## src/rtl/vga_fb_scheduler.sv

```systemverilog
// Frame-buffer RAM scheduler: VGA pixel prefetch FIFO plus one write port sharing a single-port RAM.
// Define VGA_FB_UNDERFLOW_CNT_EN to add the saturating 16-bit underflow_cnt output.
module vga_fb_scheduler #(
    parameter int unsigned H_ACTIVE  = 640,
    parameter int unsigned V_ACTIVE  = 480,
    parameter int unsigned ADDR_W    = 19,
    parameter int unsigned DEPTH     = 8,
    parameter int unsigned LOW_WATER = 4
) (
    input  logic              clk,
    input  logic              rst,
    input  logic              frame_start,
    input  logic              pix_en,
    input  logic              need_pixel,
    output logic [7:0]        pixel_out,
    output logic              underflow,
`ifdef VGA_FB_UNDERFLOW_CNT_EN
    output logic [15:0]       underflow_cnt,
`endif
    output logic              mem_rd,
    output logic              mem_wr,
    output logic [ADDR_W-1:0] mem_addr,
    output logic [7:0]        mem_wdata,
    input  logic [7:0]        mem_rdata,
    input  logic              wr_valid,
    input  logic [ADDR_W-1:0] wr_addr,
    input  logic [7:0]        wr_data,
    output logic              wr_ready
);
    localparam int unsigned       PTR_W     = $clog2(DEPTH);
    localparam int unsigned       LVL_W     = $clog2(DEPTH + 1) + 1;
    localparam logic [ADDR_W-1:0] LAST_ADDR = ADDR_W'(H_ACTIVE * V_ACTIVE - 1);
    localparam logic [LVL_W-1:0]  DEPTH_L   = LVL_W'(DEPTH);
    localparam logic [LVL_W-1:0]  LOW_L     = LVL_W'(LOW_WATER);

    logic [7:0]        fifo_q [DEPTH];
    logic [PTR_W-1:0]  wptr_q, wptr_d, rptr_q, rptr_d;
    logic [LVL_W-1:0]  level_q, level_d, occ;
    logic [ADDR_W-1:0] fptr_q, fptr_d;
    logic              fetch_done_q, fetch_done_d;
    logic              rd_ret_q, rd_ret_d;
    logic              mem_rd_q, mem_rd_d, mem_wr_q, mem_wr_d;
    logic [ADDR_W-1:0] mem_addr_q, mem_addr_d;
    logic [7:0]        mem_wdata_q, mem_wdata_d;
    logic [7:0]        pixel_q, pixel_d;
    logic              underflow_q, underflow_d;
    logic              rd_grant, wr_grant, push, pop;
`ifdef VGA_FB_UNDERFLOW_CNT_EN
    logic [15:0]       ucnt_q, ucnt_d;

    assign underflow_cnt = ucnt_q;
`endif

    // Reads in flight: one on the RAM bus (mem_rd_q) and one returning data (rd_ret_q).
    always_comb begin
        occ = level_q + {{(LVL_W-1){1'b0}}, mem_rd_q} + {{(LVL_W-1){1'b0}}, rd_ret_q};
        rd_grant = !frame_start && !fetch_done_q && (occ < DEPTH_L) &&
                   ((level_q < LOW_L) || !wr_valid);
        wr_grant = !frame_start && !rd_grant && wr_valid;
        push     = rd_ret_q && !frame_start;
        pop      = pix_en && need_pixel && !frame_start && (level_q != '0);
    end

    always_comb begin
        fptr_d       = fptr_q;
        fetch_done_d = fetch_done_q;
        mem_rd_d     = rd_grant;
        mem_wr_d     = wr_grant;
        mem_addr_d   = mem_addr_q;
        mem_wdata_d  = mem_wdata_q;
        // A read on the bus during frame_start belongs to the old frame; drop its data.
        rd_ret_d     = mem_rd_q && !frame_start;
        if (frame_start) begin
            fptr_d       = '0;
            fetch_done_d = 1'b0;
        end else if (rd_grant) begin
            fptr_d       = fptr_q + ADDR_W'(1);
            fetch_done_d = (fptr_q == LAST_ADDR);
        end
        if (rd_grant) begin
            mem_addr_d = fptr_q;
        end else if (wr_grant) begin
            mem_addr_d  = wr_addr;
            mem_wdata_d = wr_data;
        end
    end

    always_comb begin
        wptr_d      = wptr_q;
        rptr_d      = rptr_q;
        level_d     = level_q;
        pixel_d     = pixel_q;
        underflow_d = underflow_q;
`ifdef VGA_FB_UNDERFLOW_CNT_EN
        ucnt_d      = ucnt_q;
`endif
        if (frame_start) begin
            wptr_d      = '0;
            rptr_d      = '0;
            level_d     = '0;
            pixel_d     = '0;
            underflow_d = 1'b0;
`ifdef VGA_FB_UNDERFLOW_CNT_EN
            ucnt_d      = '0;
`endif
        end else begin
            if (push) wptr_d = wptr_q + PTR_W'(1);
            if (pop)  rptr_d = rptr_q + PTR_W'(1);
            level_d = level_q + {{(LVL_W-1){1'b0}}, push} - {{(LVL_W-1){1'b0}}, pop};
            if (pix_en) begin
                if (!need_pixel) begin
                    pixel_d = '0;
                end else if (pop) begin
                    pixel_d = fifo_q[rptr_q];
                end else begin
                    pixel_d     = '0;
                    underflow_d = 1'b1;
`ifdef VGA_FB_UNDERFLOW_CNT_EN
                    if (ucnt_q != 16'hFFFF) ucnt_d = ucnt_q + 16'd1;
`endif
                end
            end
        end
    end

    always_ff @(posedge clk) begin
        if (push) fifo_q[wptr_q] <= mem_rdata;
    end

    always_ff @(posedge clk or negedge rst) begin
        if (!rst) begin
            wptr_q       <= '0;
            rptr_q       <= '0;
            level_q      <= '0;
            fptr_q       <= '0;
            fetch_done_q <= 1'b1;
            rd_ret_q     <= 1'b0;
            mem_rd_q     <= 1'b0;
            mem_wr_q     <= 1'b0;
            mem_addr_q   <= '0;
            mem_wdata_q  <= '0;
            pixel_q      <= '0;
            underflow_q  <= 1'b0;
`ifdef VGA_FB_UNDERFLOW_CNT_EN
            ucnt_q       <= '0;
`endif
        end else begin
            wptr_q       <= wptr_d;
            rptr_q       <= rptr_d;
            level_q      <= level_d;
            fptr_q       <= fptr_d;
            fetch_done_q <= fetch_done_d;
            rd_ret_q     <= rd_ret_d;
            mem_rd_q     <= mem_rd_d;
            mem_wr_q     <= mem_wr_d;
            mem_addr_q   <= mem_addr_d;
            mem_wdata_q  <= mem_wdata_d;
            pixel_q      <= pixel_d;
            underflow_q  <= underflow_d;
`ifdef VGA_FB_UNDERFLOW_CNT_EN
            ucnt_q       <= ucnt_d;
`endif
        end
    end

    assign mem_rd    = mem_rd_q;
    assign mem_wr    = mem_wr_q;
    assign mem_addr  = mem_addr_q;
    assign mem_wdata = mem_wdata_q;
    assign pixel_out = pixel_q;
    assign underflow = underflow_q;
    assign wr_ready  = wr_grant;

endmodule

```

## config.mk

```make
export PLATFORM = sky130hd
export DESIGN_NAME = vga_fb_scheduler
export DESIGN_NICKNAME = d
export VERILOG_FILES = /design/src/rtl/vga_fb_scheduler.sv
export SDC_FILE = /design/constraint.sdc
export NUM_CORES = 1
export LEC_CHECK = 0
export CAP_MARGIN = 20
export CORE_UTILIZATION = 45
export DETAILED_ROUTE_END_ITERATION = 8
export PLACE_DENSITY_LB_ADDON = 0.2
export SLEW_MARGIN = 20
export SYNTH_ARGS = -nofsm -noshare
export SYNTH_HDL_FRONTEND = slang
export SYNTH_SLANG_ARGS = --single-unit
```

## constraint.sdc

```tcl
create_clock -name clk -period 2.95 [get_ports clk]
set_input_delay 0.295 -clock clk [delete_from_list [all_inputs] [get_ports clk]]
set_output_delay 0.295 -clock clk [all_outputs]
set_load 0.02 [all_outputs]
```

==> impl_metrics.env <==
export IMPL_finalSetupViolations=0
export IMPL_grt_pass1_vias=3891
export IMPL_synth_area_um2=5890
export IMPL_yosysWarnings=0
export IMPL_area_growth_pct=29.1
export IMPL_synth_seq_cells=134
export IMPL_synth_distinct_cells=51
export IMPL_h_tree_depth=4
export IMPL_layout_drive_gt1_share_pct=16.0
export IMPL_cts_tree="built"
export IMPL_routed_via_density=5.29
export IMPL_post_dp_cell_area_um2=6980
export IMPL_clock_latency_ps=420
export IMPL_p_int_mw=4.33
export IMPL_path_class="reg2out"
export IMPL_fin_skew_ps=5.89
export IMPL_drt_wirelength_per_cell_um=17.2
export IMPL_r2r_slack_ps=260
export IMPL_die_area_um2=13600
export IMPL_die_height_um=116
export IMPL_synth_async_sr_flop_share_pct=52.2
export IMPL_grt_max_degree=51
export IMPL_outcome="complete, no violations"
export IMPL_grt_setup_unrepaired="false"
export IMPL_finalSetupTns_ps=0
export IMPL_cts_made_buffers=17
export IMPL_drc_errors=0
export IMPL_synth_area_top_cells="edfxtp_1 (33%), dfrtp_1 (29%), mux4_2 (6.1%), mux2i_1 (5.3%), a21oi_1 (3.1%)"
export IMPL_syn_inst=435
export IMPL_slew_limit_headroom_pct=43.4
export IMPL_hpwl_um=8150
export IMPL_cp_end_kind="primary output"
export IMPL_r2r_start="level_q[3]"
export IMPL_crit_arrival_ps=2460
export IMPL_pin_count=80
export IMPL_crit_path_max_fanout=5
export IMPL_initial_core_util_pct=46.5
export IMPL_clkSlewWorstSetupHoldPaths_ps=60
export IMPL_dr_pass1_iters=4
export IMPL_synth_main_ff_cell="dfrtp_1"
export IMPL_min_from="pixel_out[2]"
export IMPL_fmax_ghz=0.363
export IMPL_place_congestion=0.801
export IMPL_syn_nets=491
export IMPL_diodes=0
export IMPL_ys_seq_area_share_pct=62.4
export IMPL_power_leakage_nw=2.98
export IMPL_track_usage_pct=19.8
export IMPL_critPathLaunchType="register"
export IMPL_pwr_share_clk_pct=35.1
export IMPL_antenna_found_initial=0
export IMPL_drv_slew=0
export IMPL_hp_class="reg2reg"
export IMPL_period_minus_slack_ps=2760
export IMPL_tightest_slew_ps=849
export IMPL_clockBufferDepth=2
export IMPL_startpoint="rd_ret_q"
export IMPL_avgSynthCellArea_um2=13.5
export IMPL_peakVddDrop_mv=0.594
export IMPL_yosys_area_top_type="edfxtp_1"
export IMPL_overflow=0
export IMPL_drtAntennaViolNets=0
export IMPL_grt_first_pass_wirelength_um=19500
export IMPL_totalWireLength_um=12400
export IMPL_fin_area_um2=7610
export IMPL_core_um2=12700
export IMPL_cts_sinks=134
export IMPL_synth_edff_count=64
export IMPL_fin_nets=594
export IMPL_drv_cap=0
export IMPL_period_share_pct=93.5
export IMPL_swShare_pct=29.2
export IMPL_drt_iter0_drc=196
export IMPL_pwr_share_seq_pct=38.9
export IMPL_io_buffers=79
export IMPL_rows=41
export IMPL_combPwrFrac_pct=26.0
export IMPL_clock_tree_root_cell="clkbuf_16"
export IMPL_required_ps=2650
export IMPL_dieWidth_um=116
export IMPL_total_power_mw=6.12
export IMPL_p_per_area_nw_per_um2=804
export IMPL_hold_viol=0
export IMPL_netlist_area_leader_share_pct=32.6
export IMPL_p_switching_mw=1.78
export IMPL_vias=3824
power groups by stage:
stage	Sequential, mW	Combinational [mW]	Clock (mW)
floorplan	2.63	0.708	0
global placement	2.40	1.56	0
detailed placement	2.42	1.60	0
CTS	2.38	1.61	2.19
global route	2.42	1.75	2.26
finish	2.38	1.59	2.15
timing repair:
item / 4_1_cts / 5_1_grt
gates resized for setup: 1 / 2
endpoints found under the setup margin: 1 / 2
hold endpoints to repair: 30 / 0
hold buffers: 1 / 0
setup buffers: 0 / 0
area by class of cell:
cell class / count / area [um2]
fillers: 1009 / 5060
flip-flops and latches: 134 / 3670
multi-input cells: 261 / 2060
repair buffers: 102 / 972
clock buffers: 18 / 429
well taps: 172 / 215
clock inverters: 14 / 176
inverters: 22 / 82.6
synthesized netlist by cell type, types with 2 or more instances:
library cell	n
ha_1	14
nand3_1	6
xor2_1	4
o31ai_1	6
nor3b_1	4
nand2_1	21
inv_1	21
buf_1	5
mux2i_1	31
xnor2_1	3
clkbuf_1	4
nor2b_1	3
nand4_1	5
or4_1	5
edfxtp_1	64
nor4_1	2
a21oi_1	37
buf_2	7
or3_1	9
a21o_1	3
mux4_2	16
mux2_2	8
nor4b_1	2
o21ai_0	18
dfrtp_1	69
and3_1	2
nor3_1	5
nor2_1	38
cells in the final DEF, fill, tap and decap left out, drive strengths merged, types with 3 or more instances in the layout:
master,n
nand4,5
nor2b,3
nand2,21
nor3b,5
nand3,7
o21ai,18
xnor2,3
dfrtp,69
nor3,5
clkbuf,18
clkdlybuf4s50,77
mux4,16
or4,5
edfxtp,64
mux2i,31
ha,14
mux2,8
buf,23
o31ai,7
clkinvlp,3
a21oi,37
clkinv,6
or3,10
inv,24
xor2,4
nor2,38
a21o,3
bufinv,3
metrics by stage:
stage          setup slack, ps  instances  hold WS, ps  utilization [%]
3_5_place_dp               147        690          411             55.1
4_1_cts                    122        723          476             60.0
3_3_place_gp               199        690          408             55.1
6_report                   193        723          482             60.0
5_1_grt                   19.0        723          487             60.0
2_1_floorplan              216        435       -0.591                -
path summary, 6_finish.rpt:
check                          endpoint  cells after the start
min in group asynchronous   mem_addr[5]                      2
max in group asynchronous  fetch_done_q                      3
max reg2reg                  level_q[4]                     16
min                        pixel_out[2]                      2
min reg2reg                pixel_out[2]                      2
max                            wr_ready                      7
critical path, stage by stage, from the launching register on:
cell and delay (ps):
dfrtp_1 440, ha_1 300, a21o_1 230, nor3b_2 200, o31ai_4 230, nand3_1 190
inv_1 120, dlygate4sd2_1 330
kinds of logic after synthesis:
kind of cell / count (synthesis) / share of synthesized area, %
compound gates: 77 / 8.35
xor+xnor: 7 / 1.04
fa+ha+maj: 15 / 3.31
buf+inv: 40 / 2.89
flops: 134 / 62.4
mux: 55 / 12.9
simple gates: 107 / 9.13
metal layers:
layer | up-vias | track usage, % | part of all wire, % | wire (um)
met3 | 25 | 4.88 | 4.3 | 534
met2 | 90 | 33.8 | 51 | 6380
met4 | 0 | 9.91 | 2.1 | 260
met1 | 1887 | 23.4 | 42 | 5240
li1 | 1822 | - | - | -
met5 | - | 0 | 0 | 0
state kept, by name (all words and copies together), names as in the netlist:
name	flops
mem_wdata	8
fptr_q	19
level_q	5
pixel_out	8
underflow	1
fetch_done_q	1
rd_ret_q	1
wptr_q	3
mem_wr	1
fifo_q	64
rptr_q	3
mem_addr	19
mem_rd	1
Power figures use the tool's default switching activity.
